[src/rtl/if_inst_queue.sv]
// if_inst_queue
//   Instruction fetch queue between the instruction-memory response path and
//   the decode stage. Holds {pc, inst, adel} entries in program order in a
//   circular buffer. Decode sees the head entry, and its op_code/rt/funct
//   fields, combinationally. A branch flush can keep one entry as the delay
//   slot. If that entry has not been fetched yet, the flush captures the
//   incoming fetch response in its place.
//
//   Optional build macro: IFQ_BYPASS_EN
//     Defined   - when the queue is empty, an incoming entry is forwarded
//                 straight to out_*. If decode takes it that cycle, it is
//                 never stored.
//     Undefined - no forwarding. An entry reaches out_* one cycle after it
//                 is pushed.
//
// Ports
//   clk, resetn            system clock (rising edge); asynchronous
//                          active-low reset
//   in_valid/in_ready      fetch-side handshake
//   in_pc/in_inst/in_adel  fetched entry
//   out_valid/out_ready    decode-side handshake
//   out_pc/out_inst/out_adel
//                          head entry (all zero when the queue is empty)
//   op_code, rt, funct     head instruction fields
//   flush, flush_keep      discard the queue, optionally keeping a delay slot
//   count                  current occupancy, 0..DEPTH

module if_inst_queue #(
  parameter int DEPTH = 4,
  parameter int PTR_W = 2
) (
  input  logic             clk,
  input  logic             resetn,
  input  logic             in_valid,
  output logic             in_ready,
  input  logic [31:0]      in_pc,
  input  logic [31:0]      in_inst,
  input  logic             in_adel,
  output logic             out_valid,
  input  logic             out_ready,
  output logic [31:0]      out_pc,
  output logic [31:0]      out_inst,
  output logic             out_adel,
  output logic [5:0]       op_code,
  output logic [4:0]       rt,
  output logic [5:0]       funct,
  input  logic             flush,
  input  logic             flush_keep,
  output logic [PTR_W:0]   count
);

  localparam logic [PTR_W:0]   LP_FULL  = (PTR_W+1)'(DEPTH);
  localparam logic [PTR_W-1:0] LP_PONE  = PTR_W'(1);
  localparam logic [PTR_W:0]   LP_CONE  = (PTR_W+1)'(1);

  logic [31:0]      r_pc_mem   [DEPTH];
  logic [31:0]      r_inst_mem [DEPTH];
  logic             r_adel_mem [DEPTH];
  logic [PTR_W-1:0] r_head;
  logic [PTR_W-1:0] r_tail;
  logic [PTR_W:0]   r_count;

  logic             w_empty;
  logic             w_in_ready;
  logic             w_bypass;
  logic             w_push;
  logic             w_pop;
  logic             w_keep_hit;
  logic             w_late_push;
  logic             w_wr;
  logic [PTR_W-1:0] w_head_nxt;
  logic [PTR_W-1:0] w_tail_nxt;
  logic [PTR_W:0]   w_count_nxt;

  assign w_empty    = (r_count == '0);
  assign w_in_ready = (r_count != LP_FULL);

`ifdef IFQ_BYPASS_EN
  assign w_bypass = w_empty && in_valid && !flush;
`else
  assign w_bypass = 1'b0;
`endif

  // A bypassed entry that decode takes in the same cycle is never stored.
  assign w_push = in_valid && w_in_ready && !flush && !(w_bypass && out_ready);
  assign w_pop  = !w_empty && out_ready && !flush;

  // Delay-slot candidate: head+1 if decode is taking the head this cycle,
  // otherwise head. It exists only if the queue holds more entries than
  // that offset.
  assign w_keep_hit  = (r_count > {{PTR_W{1'b0}}, out_ready});
  assign w_late_push = flush && flush_keep && !w_keep_hit && in_valid;
  assign w_wr        = w_push || w_late_push;

  always_comb begin
    w_head_nxt  = r_head;
    w_tail_nxt  = r_tail;
    w_count_nxt = r_count;
    if (flush) begin
      if (flush_keep && w_keep_hit) begin
        w_head_nxt  = r_head + {{(PTR_W-1){1'b0}}, out_ready};
        w_tail_nxt  = w_head_nxt + LP_PONE;
        w_count_nxt = LP_CONE;
      end else begin
        w_head_nxt  = r_tail;
        w_tail_nxt  = r_tail;
        w_count_nxt = '0;
        if (w_late_push) begin
          w_tail_nxt  = r_tail + LP_PONE;
          w_count_nxt = LP_CONE;
        end
      end
    end else begin
      if (w_push) w_tail_nxt = r_tail + LP_PONE;
      if (w_pop)  w_head_nxt = r_head + LP_PONE;
      case ({w_push, w_pop})
        2'b10:   w_count_nxt = r_count + LP_CONE;
        2'b01:   w_count_nxt = r_count - LP_CONE;
        default: w_count_nxt = r_count;
      endcase
    end
  end

  always_ff @(posedge clk or negedge resetn) begin
    if (!resetn) begin
      r_head  <= '0;
      r_tail  <= '0;
      r_count <= '0;
    end else begin
      r_head  <= w_head_nxt;
      r_tail  <= w_tail_nxt;
      r_count <= w_count_nxt;
    end
  end

  // Storage has no reset; unoccupied slots are masked off by count.
  always_ff @(posedge clk) begin
    if (w_wr) begin
      r_pc_mem[r_tail]   <= in_pc;
      r_inst_mem[r_tail] <= in_inst;
      r_adel_mem[r_tail] <= in_adel;
    end
  end

  always_comb begin
    out_valid = 1'b0;
    out_pc    = 32'h0;
    out_inst  = 32'h0;
    out_adel  = 1'b0;
    if (w_bypass) begin
      out_valid = 1'b1;
      out_pc    = in_pc;
      out_inst  = in_inst;
      out_adel  = in_adel;
    end else if (!w_empty) begin
      out_valid = 1'b1;
      out_pc    = r_pc_mem[r_head];
      out_inst  = r_inst_mem[r_head];
      out_adel  = r_adel_mem[r_head];
    end
  end

  assign op_code  = out_inst[31:26];
  assign rt       = out_inst[20:16];
  assign funct    = out_inst[5:0];
  assign in_ready = w_in_ready;
  assign count    = r_count;

endmodule

[config.mk]
export PLATFORM = sky130hd
export DESIGN_NAME = if_inst_queue
export DESIGN_NICKNAME = d
export VERILOG_FILES = /design/src/rtl/if_inst_queue.sv
export SDC_FILE = /design/constraint.sdc
export NUM_CORES = 1
export LEC_CHECK = 0
export BUFFER_PORTS_ARGS = -buffer_cell sky130_fd_sc_hd__buf_2
export CORE_ASPECT_RATIO = 0.6
export CORE_MARGIN = 3
export CORE_UTILIZATION = 24
export DETAILED_ROUTE_END_ITERATION = 12
export GPL_ROUTABILITY_DRIVEN = 1
export MAX_ROUTING_LAYER = met4
export PLACE_DENSITY_LB_ADDON = 0.3
export SKIP_CTS_REPAIR_TIMING = 1
export SYNTH_ARGS = -nofsm -noshare
export SYNTH_HDL_FRONTEND = slang
export SYNTH_SLANG_ARGS = --single-unit
[constraint.sdc]
create_clock -name clk -period 8.9 [get_ports clk]
set_clock_uncertainty 0.2 [all_clocks]
set_input_delay 0.89 -clock clk [delete_from_list [all_inputs] [get_ports clk]]
set_output_delay 0.89 -clock clk [all_outputs]
set_load 0.05 [all_outputs]
==> flow_summary.ini, run 1 <==
[worst_setup_path]
crit_type = reg2out
slowest_stage = dfrtp_4
regToRegSetupSlack_ps = 5310
critPathLaunchType = register
critPathMaxFanout = 39
crit_buf_inv = 2
crit_chain = buf_4 -> mux4_2 -> and2_1 -> buf_2
crit_arrival_ps = 3280
reg2reg_from = count[0]$_DFFE_PN0P_
reg2reg_depth = 7
path_delay_family = buffers and inverters
r2r_end = r_pc_mem[0][16]$_DFFE_PP_
cp.required_ps = 7810
end_kind = output port
cpPeakStageDelay_ps = 860
critical_path_cell_count = 4

[timing]
fin_ws_ps = 4530
hold_viol_final = 0
period_share = 0.4910
slew_violations = 0
setup_tns_ps = 0
worst_slew_pin_slew_ps = 1123
rsz0062_at_grt = false
final.min_clock_period_ps = 4370
fin_hold_ws_ps = 346.6
max_freq_ghz = 0.2288
slew_headroom = 0.2513
setup_viol = 0

[cells_and_area]
final_area_sq_um = 12790
area_growth_pct = 20.11
fin_cells = 1258
fin_nets = 738
drive_above_1_share = 0.4056

[logic_synthesis]
synth-seq-cells = 267
yosys.area.top_type = edfxtp_1
synth_cell_types = 40
yosysMostFrequentCell = edfxtp_1
yosysSeqAreaShare = 0.7495
synth_area_leaders = edfxtp_1 73%, mux4_2 14%, and2_1 4.1%
synth_common_cells = 260 x edfxtp_1, 69 x and2_1, 65 x mux4_2
yosysWarnings = 0
synth_edf_count = 260
syn_area_sq_um = 10650
synth.avg_cell_area_sq_um = 20.88
synth_flop_cell = edfxtp_1
async_flop_share = 0.02622
netlist_instances = 510
synth_top_area_share = 0.7331
synth.net_count = 588

[drt]
wl_met3_mm = 1.117
wl_met2_mm = 10.85
drt-pass1-iter-count = 4
first_iter_violations = 299
routed.top_layer = met4
vias = 5193
postRouteAntennaNets = 0
vias_per_cell = 4.128
m1WireLength_mm = 10.47
wirelength_mm = 22.88
drc = 0
drt-wirelength-per-cell_um = 18.19

[cts]
clock_latency_ps = 560
clk_pin_slew_ps = 60
tritoncts.num_buffers = 28
cts.htree.levels = 1
cts_tree = done
clockBufferDepth = 3
cts_sinks = 267
cts_root_buffer = clkbuf_16

[die]
die_h_um = 169.2
ios = 158
start_util = 0.2445
die-area_sq_um = 47020
rows = 59
core_sq_um = 43550
die_w_um = 278.0

[status]
status = complete, no violations

[worst_hold_path]
hold_start = in_pc[15]
hold_end = r_pc_mem[1][15]$_DFFE_PP_
whs_path_depth = 1
hold_path_class = in2reg

[placement]
io_buffers = 157
place_ws_ps = 4804
dp.cells = 1208
place_congestion = 0.6680
dpl.hpwl_mm = 12.91
place_area_sq_um = 11940

[pwr]
peakVddDrop_uv = 199.1
p_leak_uw = 0.004386
power.density_nw_per_um2 = 371.3

[flow_run]
drv_cap = 0

[global_routing]
globalRouteTotalUtil = 0.09956
grt_pass1_wl_mm = 34.75
grt-ovfl-total = 0
antenna_found_initial = 3
grt_max_degree = 68
grt_pass1_vias = 5534
## routing by layer
layer | GRT usage | up-vias
li1 | - | 2341
met3 | 0.02585 | 40
met5 | - | -
met4 | 0.01994 | 0
met1 | 0.1297 | 2700
met2 | 0.1586 | 112
## area by class of cell
class	instances	area, sq um
fill	4357	30760
sequential	267	7990
clock buffer	31	711.9
tap	579	724.4
multi-input combinational	193	2372
antenna	1	2.502
inverter	6	22.52
clock inverter	17	127.6
timing repair buffer	164	840.8
## worst max-delay path by stage
| stage | startpoint | to | slack [ps] |
|---|---|---|---|
| 6_report | r_head[0]$_DFFE_PN0P_ | out_pc[13] | 4530 |
| 3_5_place_dp | out_ready | r_pc_mem[2][18]$_DFFE_PP_ | 4800 |
| 4_1_cts | r_head[0]$_DFFE_PN0P_ | out_pc[13] | 4350 |
| 3_3_place_gp | out_ready | r_inst_mem[1][10]$_DFFE_PP_ | 4870 |
| 5_1_grt | r_head[0]$_DFFE_PN0P_ | out_pc[17] | 4240 |
| 2_1_floorplan | count[0]$_DFFE_PN0P_ | r_adel_mem[0]$_DFFE_PP_ | 4790 |
## power breakdown
group	internal [uW]	switching (uW)	leakage, uW
Sequential	1620	170	0.00246
Clock	603	477	0.000397
Combinational	598	1290	0.00153
Total	2820	1930	0.00439
## cell families after synthesis
group	count (synthesis)	synth area share
DFF	267	0.7495
AOI/OAI and AO/OA	20	0.01433
and+or+nand+nor	92	0.05310
buffers and inverters	50	0.02878
adders and majority gates	7	0.008928
xor gates and xnor gates	5	0.004113
muxes	69	0.1412
## stage by stage
stage               utilization  total power, uW
floorplan                     -             3332
global placement         0.2741             3757
detailed placement       0.2741             3756
CTS                      0.2934             4857
global route             0.2937             5009
finish                   0.2937             4750
## layout by cell type, fill, tap and decap left out, types with 2 or more instances in the layout
cell type,instances
buf_2,157
clkbuf_16,28
nand3_1,2
clkinv_1,8
buf_4,6
o21ai_0,5
nor2_1,6
mux2i_1,4
nand2_1,3
ha_1,6
o31ai_1,3
or4_1,2
xnor2_1,2
dfrtp_4,2
mux4_2,65
and2_4,4
clkbuf_1,3
a311o_1,2
dfrtp_1,5
xor2_1,3
inv_1,6
a21oi_1,2
clkinvlp_4,4
edfxtp_1,260
and2_1,65
nor2b_1,2
nor3_1,2
clkinv_2,2
## state kept, by name (all words and copies together), names as in the netlist
name,flops
r_inst_mem,128
r_pc_mem,128
r_adel_mem,4
count,3
r_head,2
r_tail,2
No activity file was read; power rests on OpenSTA's default activity.
==> inputs of run 2 (changes only) <==
- ABC_AREA: default -> 1
- clock period: 8.9 -> 4.4 ns (I/O delays scaled with it)
==> run 2 against run 1 <==
Against the previous run: non-clock buffer count is 74 higher; synthesized cell count is 74% higher; flip-flop and latch count stayed put; critical path depth is 2 higher; worst hold slack worse by 290 ps; setup slack worse by 3400 ps; register-to-register slack worse by 3700 ps; die area is 2.5% higher; critical endpoint is now out_inst[21].
==> flow_summary.ini, run 2 <==
[timing]
period_share = 0.7419
final.min_clock_period_ps = 3264
slew_violations = 0
worst_slew_pin_slew_ps = 1020
max_freq_ghz = 0.3064
slew_headroom = 0.3200
fin_ws_ps = 1136
hold_viol_final = 0
rsz0062_at_grt = false
fin_hold_ws_ps = 61.06
setup_viol = 0

[cts]
cts_sinks = 267
clockBufferDepth = 3
tritoncts.num_buffers = 27
cts_root_buffer = clkbuf_16
clk_pin_slew_ps = 60
cts.htree.levels = 1
clock_latency_ps = 540
cts_tree = done

[logic_synthesis]
syn_area_sq_um = 10930
synth_edf_count = 260
yosysWarnings = 0
synth_cell_types = 25
yosysSeqAreaShare = 0.7306
async_flop_share = 0.02622
yosys.area.top_type = edfxtp_1
synth.net_count = 965
synth.avg_cell_area_sq_um = 12.32
synth_area_leaders = edfxtp_1 71%, nor2_1 9.4%, o21ai_0 4.6%
synth_flop_cell = edfxtp_1
synth_common_cells = 274 x nor2_1, 260 x edfxtp_1, 100 x o21ai_0
netlist_instances = 887
synth_top_area_share = 0.7145
yosysMostFrequentCell = nor2_1
synth-seq-cells = 267

[worst_setup_path]
cp.required_ps = 3760
critPathMaxFanout = 36
crit_arrival_ps = 2620
critPathLaunchType = register
regToRegSetupSlack_ps = 1620
end_kind = output port
crit_type = reg2out

[drt]
drc = 0
drt-wirelength-per-cell_um = 16.33
vias_per_cell = 4.188
wirelength_mm = 27.51
drt-pass1-iter-count = 4
postRouteAntennaNets = 0
first_iter_violations = 400
vias = 7053

[placement]
dpl.hpwl_mm = 15.16
place_ws_ps = 1552
io_buffers = 157
place_congestion = 0.7332
dp.cells = 1569

[global_routing]
grt_pass1_wl_mm = 41.21
globalRouteTotalUtil = 0.1146
met1_usage = 0.1537
grt-ovfl-total = 0
use_met3 = 0.02401
grt_pass1_vias = 6691
grt_max_degree = 77
met2_usage = 0.1814
grt.busiest_layer = met2
antenna_found_initial = 0

[cells_and_area]
mostFrequentLayoutCells = 270 x nor2_1, 260 x edfxtp_1, 157 x buf_2, 100 x o21ai_0, 67 x a21oi_1
top_regs = r_inst_mem (128), r_pc_mem (128), r_adel_mem (4)
fin_util = 0.3100
fin_nets = 1163
final_common_cell = nor2_1
diodes = 0
fin_cells = 1684
drive_above_1_share = 0.2045
area_growth_pct = 25.24

[die]
die_h_um = 171.3
ios = 158
die_w_um = 281.5
die-area_sq_um = 48210
start_util = 0.2475
core_sq_um = 44140
rows = 59

[flow_run]
drv_cap = 0

[worst_hold_path]
hold_path_class = in2reg

[status]
status = complete, no violations
==> run 2: cell types whose count changed after synthesis, moves of 8 or more <==
cell / delta
buf_6: +13
and2_1: -69
clkbuf_2: +8
o21ai_1: +37
o21ai_0: +95
nand2_1: +31
mux4_2: -65
a21oi_1: +65
nor2_1: +268
inv_1: +8
==> run 2: final timing paths <==
check                      depth (start not counted)             startpoint                  endpoint
max in group asynchronous                          2                 resetn     r_head[0]$_DFFE_PN0P_
setup / recovery                                   6  r_head[1]$_DFFE_PN0P_              out_inst[21]
hold reg to reg                                    2  r_tail[1]$_DFFE_PN0P_     r_tail[1]$_DFFE_PN0P_
hold / removal                                     4                  flush      count[2]$_DFFE_PN0P_
setup reg to reg                                   7   count[0]$_DFFE_PN0P_  r_pc_mem[1][4]$_DFFE_PP_
min in group asynchronous                          2                 resetn      count[1]$_DFFE_PN0P_
==> run 2: kinds of logic (layout without fill, tap and decap cells) <==
group,Yosys count,count (layout),synth area share
AO/OA/AOI/OAI,207,207,0.09562
XOR/XNOR,1,1,0.0008017
flip-flops,267,267,0.7306
buffers and inverters,85,303,0.05176
adder cells (fa/ha/maj),7,7,0.008703
AND/OR/NAND/NOR,320,320,0.1126
==> run 2: critical path: stages (launching register included) <==
cell     delay, ps
dfrtp_2        410
inv_2          640
buf_4          460
nor2_1          90
o21ai_0         80
a21oi_1        140
buf_2          240
==> run 2: layer usage <==
metal,part of all wire,wire [um]
met1,0.49,13540
met2,0.45,12360
met3,0.041,1134
met4,0.017,465
met5,0,0
==> run 2: final cells by class <==
class,instances,area (sq um)
sequential,267,7988
tap,579,724.4
clock inverter,19,205.2
timing repair buffer,238,1609
multi-input combinational,535,2409
inverter,16,62.56
clock buffer,30,686.9
fill,4504,30460
==> run 2: per-stage QoR <==
step	setup TNS, ps	instance area [sq um]
2_1_floorplan	-145810	10930
3_3_place_gp	0	12130
3_5_place_dp	0	12130
4_1_cts	0	13020
5_1_grt	0	13680
6_report	0	13680
Power of run 2 is left out: the tool's default activity adds up to more than one toggle a clock period on the data nets, which glitch-free logic cannot reach.
==> inputs of run 3 (changes only) <==
- clock period: 4.4 -> 3.09 ns (I/O delays scaled with it)
==> run 3 against run 2 <==
Against the previous run: flip-flop and latch count is the same; register-to-register slack lost 1000 ps; cell count grew 0.42%; global-route usage shrank 0.60 points; first-iteration DRC count shrank 5.0%; clock-buffer cell count grew 2; highest routed layer unchanged.
==> flow_summary.ini, run 3 (synthesized netlist as in run 2, its figures left out) <==
[timing]
slew_headroom = 0.6573
setup_tns_ps = 0
period_share = 0.9373
fin_hold_ws_ps = 3.693
hold_viol_final = 0
slew_violations = 0
fin_ws_ps = 193.8
rsz0062_at_grt = false
setup_viol = 0
final.min_clock_period_ps = 2896
max_freq_ghz = 0.3453
worst_slew_pin_slew_ps = 514.0

[die]
ios = 158
core_sq_um = 44140
die_w_um = 281.5
die-area_sq_um = 48210
start_util = 0.2475
rows = 59
die_h_um = 171.3

[drt]
wirelength_mm = 26.55
drc = 0
first_iter_violations = 380
vias = 7104
postRouteAntennaNets = 0
drt-wirelength-per-cell_um = 15.70
drt-pass1-iter-count = 5
vias_per_cell = 4.201

[cts]
cts_sinks = 267
tritoncts.num_buffers = 27
cts.htree.levels = 1
cts_tree = done
clk_pin_slew_ps = 70
cts_root_buffer = clkbuf_16
clockBufferDepth = 3
clock_latency_ps = 540

[worst_setup_path]
r2r_end = r_pc_mem[3][5]$_DFFE_PP_
crit_arrival_ps = 2390
reg2reg_depth = 7
regToRegSetupSlack_ps = 600
end_kind = output port
critPathLaunchType = register
reg2reg_from = count[0]$_DFFE_PN0P_
cp.required_ps = 2580
crit_type = reg2out
critPathMaxFanout = 62

[global_routing]
grt-ovfl-total = 0
grt_pass1_vias = 6675
antenna_found_initial = 0
grt_max_degree = 71
globalRouteTotalUtil = 0.1086
grt_pass1_wl_mm = 39.32

[worst_hold_path]
hold_end = r_tail[1]$_DFFE_PN0P_
hold_path_class = in2reg
hold_start = flush_keep
whs_path_depth = 5

[placement]
place_congestion = 0.6998
dpl.hpwl_mm = 14.91
place_ws_ps = 593.1
io_buffers = 157

[cells_and_area]
fin_nets = 1170
diodes = 0
mostFrequentLayoutCells = 270 x nor2_1, 260 x edfxtp_1, 157 x buf_2, 100 x o21ai_0, 68 x dlygate4sd3_1
fill_cells = 4462
area_growth_pct = 26.26
final_common_cell = nor2_1
drive_above_1_share = 0.2095
fin_util = 0.3125
top_regs = r_inst_mem (128), r_pc_mem (128), r_adel_mem (4)

[flow_run]
drv_cap = 0

[status]
status = complete, no violations
[run 3: cell count changes in the layout (fill, tap and decap cells not counted), moves of 2 or more]
cell,delta
buf_12,+6
buf_4,-2
bufinv_16,-2
clkbuf_1,+2
dfrtp_1,-2
dfrtp_2,+2
dlygate4sd3_1,+2
[run 3: layout make-up]
cell class,count,area (sq um),share of cell area
Tap cell,579,724.4,0.05251
Inverter,16,62.56,0.004535
Clock inverter,17,153.9,0.01116
Sequential cell,267,7990,0.5792
Clock buffer,32,694.4,0.05034
Multi-Input combinational cell,535,2411,0.1748
Timing Repair Buffer,245,1759,0.1275
[run 3: critical path, cell delays in order (launching register included)]
cell and delay, ps:
dfrtp_4 620, inv_4 130, buf_12 230, o21ai_0 160, a21oi_1 300, buf_2 330
[run 3: per-layer routing]
| metal | global-route usage | up-vias | routed length [um] | part of all wire |
|---|---|---|---|---|
| met5 | - | - | 0 | 0 |
| met4 | 0.02189 | 0 | 484 | 0.018 |
| met3 | 0.02198 | 34 | 1059 | 0.040 |
| met2 | 0.1698 | 130 | 11940 | 0.45 |
| met1 | 0.1475 | 3429 | 13070 | 0.49 |
| li1 | - | 3511 | - | - |
[run 3: how the worst max path moves through the flow]
stage	from	to	slack [ps]	cells past startpoint
CTS	r_head[0]$_DFFE_PN0P_	out_pc[18]	1	7
detailed placement	count[0]$_DFFE_PN0P_	r_pc_mem[3][7]$_DFFE_PP_	590	7
floorplan	count[2]$_DFFE_PN0P_	out_inst[26]	-30	7
finish	r_head[0]$_DFFE_PN0P_	out_pc[13]	190	5
global placement	count[0]$_DFFE_PN0P_	r_pc_mem[3][5]$_DFFE_PP_	580	7
global route	r_head[0]$_DFFE_PN0P_	out_pc[18]	20	7
[run 3: through the flow]
step / instances / instance area [sq um]
floorplan: 887 / 10960
global placement: 1573 / 12240
detailed placement: 1573 / 12240
CTS: 1622 / 13090
global route: 1691 / 13800
finish: 1691 / 13800
Power of run 3 is left out for the same reason.
